==> config.mk <==
export PLATFORM = sky130hd
export DESIGN_NAME = round_key_store
export DESIGN_NICKNAME = d
export VERILOG_FILES = /design/src/rtl/round_key_store.sv
export SDC_FILE = /design/constraint.sdc
export NUM_CORES = 2
export LEC_CHECK = 0
export CORE_MARGIN = 4
export CORE_UTILIZATION = 30
export CTS_BUF_LIST = sky130_fd_sc_hd__clkbuf_4
export DETAILED_ROUTE_END_ITERATION = 8
export PLACE_DENSITY = 0.42
export SLEW_MARGIN = 20
export SYNTH_ARGS = -nofsm -noshare
export SYNTH_HDL_FRONTEND = slang
export SYNTH_SLANG_ARGS = --single-unit
export TNS_END_PERCENT = 5
==> constraint.sdc <==
create_clock -name clk_i -period 5.7 [get_ports clk_i]
set_clock_uncertainty 0.1 [all_clocks]
set_input_delay 1.14 -clock clk_i [delete_from_list [all_inputs] [get_ports clk_i]]
set_output_delay 1.14 -clock clk_i [all_outputs]
set_load 0.005 [all_outputs]
==> src/rtl/round_key_store.sv <==
// round_key_store: in-order key word store serving registered 4-word round keys, stalling until a round is written.
module round_key_store #(
  parameter int WORD_W = 32,
  parameter int NUM_WORDS = 44,
  localparam int NUM_ROUNDS = NUM_WORDS / 4,
  localparam int CNT_W = $clog2(NUM_WORDS + 1),
  localparam int RND_W = $clog2(NUM_ROUNDS)
) (
  input  logic                clk_i,
  input  logic                rst_n_i,
  input  logic                clear_i,
  input  logic                wr_en_i,
  input  logic [WORD_W-1:0]   wr_data_i,
  input  logic                rd_req_i,
  input  logic [RND_W-1:0]    rd_round_i,
  output logic                rd_ready_o,
  output logic                rd_valid_o,
  output logic [4*WORD_W-1:0] rd_key_o,
  output logic                rd_err_o,
  output logic [CNT_W-1:0]    count_o,
  output logic                full_o
);
  localparam int IW = $clog2(NUM_WORDS);
  localparam int AW = (CNT_W > RND_W + 3) ? CNT_W : RND_W + 3;
  typedef enum logic [1:0] {S_IDLE, S_WAIT, S_OUT} state_t;
  state_t state_q, state_d;
  logic [CNT_W-1:0] count_q;
  logic [RND_W-1:0] rnd_q, rnd_d, sel;
  logic [4*WORD_W-1:0] key_q, key_d;
  logic err_q, err_d;
  logic [WORD_W-1:0] mem_q [NUM_WORDS];
  logic full, wr, in_range, avail;
  assign full = count_q == CNT_W'(NUM_WORDS);
  assign wr = wr_en_i && !full && !clear_i;
  // IDLE evaluates the incoming request; WAIT re-evaluates the latched one
  assign sel = (state_q == S_IDLE) ? rd_round_i : rnd_q;
  assign in_range = AW'(sel) < AW'(NUM_ROUNDS);
  assign avail = AW'(count_q) >= AW'({sel, 2'b00}) + AW'(4);
  for (genvar k = 0; k < 4; k++) begin : g_key
    assign key_d[(4-k)*WORD_W-1 -: WORD_W] = mem_q[IW'({sel, 2'(k)})];
  end
  always_comb begin
    state_d = state_q;
    rnd_d = rnd_q;
    err_d = 1'b0;
    if (clear_i) state_d = S_IDLE;
    else if (state_q == S_IDLE && rd_req_i) begin
      rnd_d = rd_round_i;
      err_d = !in_range;
      state_d = !in_range ? S_IDLE : avail ? S_OUT : S_WAIT;
    end
    else if (state_q == S_WAIT && avail) state_d = S_OUT;
    else if (state_q == S_OUT) state_d = S_IDLE;
  end
  always_ff @(posedge clk_i or negedge rst_n_i) begin
    if (!rst_n_i) begin
      state_q <= S_IDLE;
      count_q <= '0;
      rnd_q <= '0;
      key_q <= '0;
      err_q <= 1'b0;
      mem_q <= '{default: '0};
    end else begin
      state_q <= state_d;
      rnd_q <= rnd_d;
      err_q <= err_d;
      if (state_d == S_OUT) key_q <= key_d;
      if (clear_i) count_q <= '0;
      else if (wr) begin
        mem_q[IW'(count_q)] <= wr_data_i;
        count_q <= count_q + CNT_W'(1);
      end
    end
  end
  assign rd_ready_o = state_q == S_IDLE;
  assign rd_valid_o = state_q == S_OUT;
  assign rd_key_o = key_q;
  assign rd_err_o = err_q;
  assign count_o = count_q;
  assign full_o = full;
endmodule

==> metrics <==
status finished clean; switching share of power 0.3649; total grt overflow 0; CP bufs+invs 2; global-route wire length before repair 384.3 mm; WL/cell 27.61 um; chip width roughly 500 um; Critical Path Sink Type output port; Hold WC Path Type input pin to flip-flop; slew margin rel. 0.2121; setup TNS 0 ps; Reg2Reg Depth 10; Critical Path AT roughly 3700 ps; global-route usage over all layers 0.2049; post-DR vias/cell 5.456; clk root buf clkbuf_4; CTS tree yes; Initial DRC Count around 3,000; met1 Use GR 0.2764; Setup-failing EPs final 0; Clk network pwr share 0.336; WHS Path Cells 2; H-tree depth 5; Longest Clk Path Bufs 4; number of synthesized flops with an enable pin 0; Pleak around 38 nW; final hold violation count 0; Pwr per Cell Area between 300 and 400 nW/um^2; Synth Net Count about 5,800; CTS Hold Bufs 1; Final Critical Period between 4000 and 5000 ps; top cell type's share of synthesized area 0.5354; Top FF cell, synth dfrtp_1; Post-Synthesis Cells 5,712; share of layout cells above drive strength 1 0.3889; largest net degree at the start of global routing approximately 170; worst hold slack around 230 ps; ANT nets after route 0; CORE AREA approximately 240,000 um^2; Worst-Margin Slew between 1000 and 1500 ps; register area ~39,000 um^2; Post-Layout Cell Count about 9,400; footprint of the multi-input gates between 30,000 and 40,000 um^2; CP top delay family flip-flops; max incr delay on CP a little under 900 ps; Seq/Total Area, Yosys 0.5354; Setup Crit Path Kind flip-flop to output port; Pwr Total ~0.03 W; grt met2 use 0.3350; Flop pwr share 0.401; RePlAce Congestion between 0.7 and 0.8; Residual DRC 0; Resized cells post-CTS 0; CTS buffer count around 460; Syn Area/Cell between 10 and 15 um^2; max_cap viols 0; Max VDD drop between 500 and 600 uV; synth top area cells dfrtp_1 (54%), mux2_2 (21%), a211oi_1 (4.0%); Post-DP HPWL 139.5 mm; initial antenna violation count 9; Die Y around 500 um; fill count around 24,000; final worst slack around 770 ps; final critical-path share of the clock period 0.8646; # IOs 179; post-synth top area cell dfrtp_1; worst-skew pair later-pin latency 1400 ps; TritonRoute pass-1 iters 5; post-synthesis register bit count about 1,500; type of origin of the critical path flip-flop; Sink Count about 1,500; total number of vias a little over 50,000; vias in the first global route 54,299; M3 GR Usage 0.02898; Synth cell types 53; RSZ-0062 raised after global routing no; switching pwr between 0.01 and 0.015 W; Top Usage Layer GRT met2; nets 5,930; sequence of cells on the critical path and4b_1 > nand2_1 > inv_1 > clkdlybuf4s50_1; Critical Path RT between 4000 and 5000 ps; Syn Std Cell Area between 70,000 and 80,000 um^2; Row Count 180; Post-Place Cells roughly 8,600; Synth async-reset ratio 1.000; total number of yosys warnings 0; clock-pin slew on the worst setup and hold paths about 60 ps; combinational power share 0.263; Final Max Slew Viols 0; Initial Util 0.3013; worst slack at placement 978.9 ps; Area Growth Syn to Fin 14.96%; Cell Int Power 0.01961 W; WL final ~260 mm; FMAX 202.9 MHz; Crit path depth 4; Port-buffer cells ~180; Die ar. about 250,000 um^2; CP Max Fanout 9; slowest CP cell dfrtp_1; post-CTS setup buffer count 0
power groups by stage:
stage	registers [W]	clock network [W]	logic, W
4_1_cts	0.0124	0.0108	0.00819
2_1_floorplan	0.0123	0	0.00419
3_5_place_dp	0.0126	0	0.00818
3_3_place_gp	0.0126	0	0.00812
5_1_grt	0.0124	0.0114	0.00856
6_report	0.0124	0.0104	0.00812
placed cells by master, fill, tap and decap left out, types with 3 or more instances in the layout:
| master | n |
|---|---|
| nand3_1 | 390 |
| a2111oi_2 | 110 |
| nor2b_4 | 4 |
| nor3_1 | 8 |
| mux2i_1 | 257 |
| xnor2_1 | 4 |
| nand2_1 | 16 |
| clkdlybuf4s50_1 | 168 |
| dfrtp_1 | 1549 |
| xor2_1 | 3 |
| nand2_2 | 28 |
| diode_2 | 10 |
| buf_4 | 141 |
| a211oi_1 | 385 |
| a31oi_1 | 257 |
| mux2_1 | 72 |
| bufinv_16 | 3 |
| a21oi_1 | 5 |
| nor2_1 | 13 |
| inv_1 | 9 |
| a2111oi_0 | 18 |
| o21ai_0 | 392 |
| nor4b_1 | 3 |
| clkinv_1 | 76 |
| ha_1 | 5 |
| a21o_1 | 3 |
| nand3_2 | 5 |
| buf_2 | 8 |
| o22a_1 | 128 |
| clkbuf_4 | 677 |
| nand2_4 | 7 |
| nor4_1 | 3 |
| inv_2 | 3 |
| mux2_2 | 1338 |
| buf_12 | 56 |
| nand2b_1 | 3 |
cells by family after synthesis:
| group | count (synthesis) | synth area share |
|---|---|---|
| AOI/OAI and AO/OA | 1307 | 0.1315 |
| xor gates and xnor gates | 7 | 0.0008468 |
| adders and majority gates | 5 | 0.0008641 |
| buffers and inverters | 670 | 0.04065 |
| DFF | 1549 | 0.5354 |
| muxes | 1668 | 0.2550 |
| and+or+nand+nor | 506 | 0.03569 |
per-stage QoR:
step	util	cell area (um^2)
6_report	0.3464	83230
5_1_grt	0.3464	83230
4_1_cts	0.3462	83180
3_5_place_dp	0.3233	77680
3_3_place_gp	0.3231	77630
2_1_floorplan	-	72400
final timing paths:
check | from | endpoint | slack, ps
setup / recovery | count_o[5] | full_o | 770
hold / removal | wr_data_i[8] | mem_q[648] | 230
setup reg to reg | state_q[1] | rd_key_o[106] | 1700
hold reg to reg | mem_q[1261] | mem_q[1261] | 380
min in group asynchronous | rst_n_i | mem_q[545] | 360
max in group asynchronous | rst_n_i | mem_q[107] | 3550
cell usage after synthesis (2+ instances only):
master     count
o21ai_0      392
buf_6         13
a21o_1         3
dfrtp_1     1549
o22a_1       128
mux2_2      1338
nor2b_1        5
a31oi_1      257
a22oi_1        2
nor3_1         9
a211oi_1     385
inv_1          9
mux2_1        72
buf_4         17
a21oi_1        5
buf_1        117
a2111oi_0     18
nand2_1       51
o21ai_2        2
xor2_1         3
nor4b_2        2
nor2_1        14
nor4b_1        3
nand2b_1       3
nand3_1      395
ha_1           5
clkbuf_1     301
xnor2_1        4
buf_2        213
or2_1          2
mux2i_1      257
and3b_1        2
nor4_1         3
or3b_1         2
a2111oi_2    110
and3_1         4
per-layer routing:
metal | share of wire | vias up
li1 | - | 22098
met1 | 0.46 | 27398
met2 | 0.47 | 1228
met3 | 0.035 | 481
met4 | 0.033 | 0
met5 | 0 | -
area by class of cell:
cell class,instances,area share
clock buffer,677,0.06106
multi-input combinational,3493,0.3720
inverter,9,0.0004059
tap,3185,0.04788
clock inverter,86,0.004946
timing repair buffer,376,0.04765
sequential,1549,0.4657
antenna,10,0.0003007
state kept, by name (all words and copies together) (netlist names):
| name | flops |
|---|---|
| state_q | 2 |
| mem_q | 1408 |
| rd_err_o | 1 |
| rnd_q | 4 |
| rd_key_o | 128 |
| count_o | 6 |
worst register-to-register path, cell delays in order (launching register included):
cell	delay (ps)
dfrtp_1	840
o21ai_0	380
nand2_4	230
a21o_1	130
nand2_1	70
ha_1	300
nand3_1	120
o21ai_4	180
and3_4	640
buf_12	420
a31oi_1	310
Power figures use the tool's default switching activity.
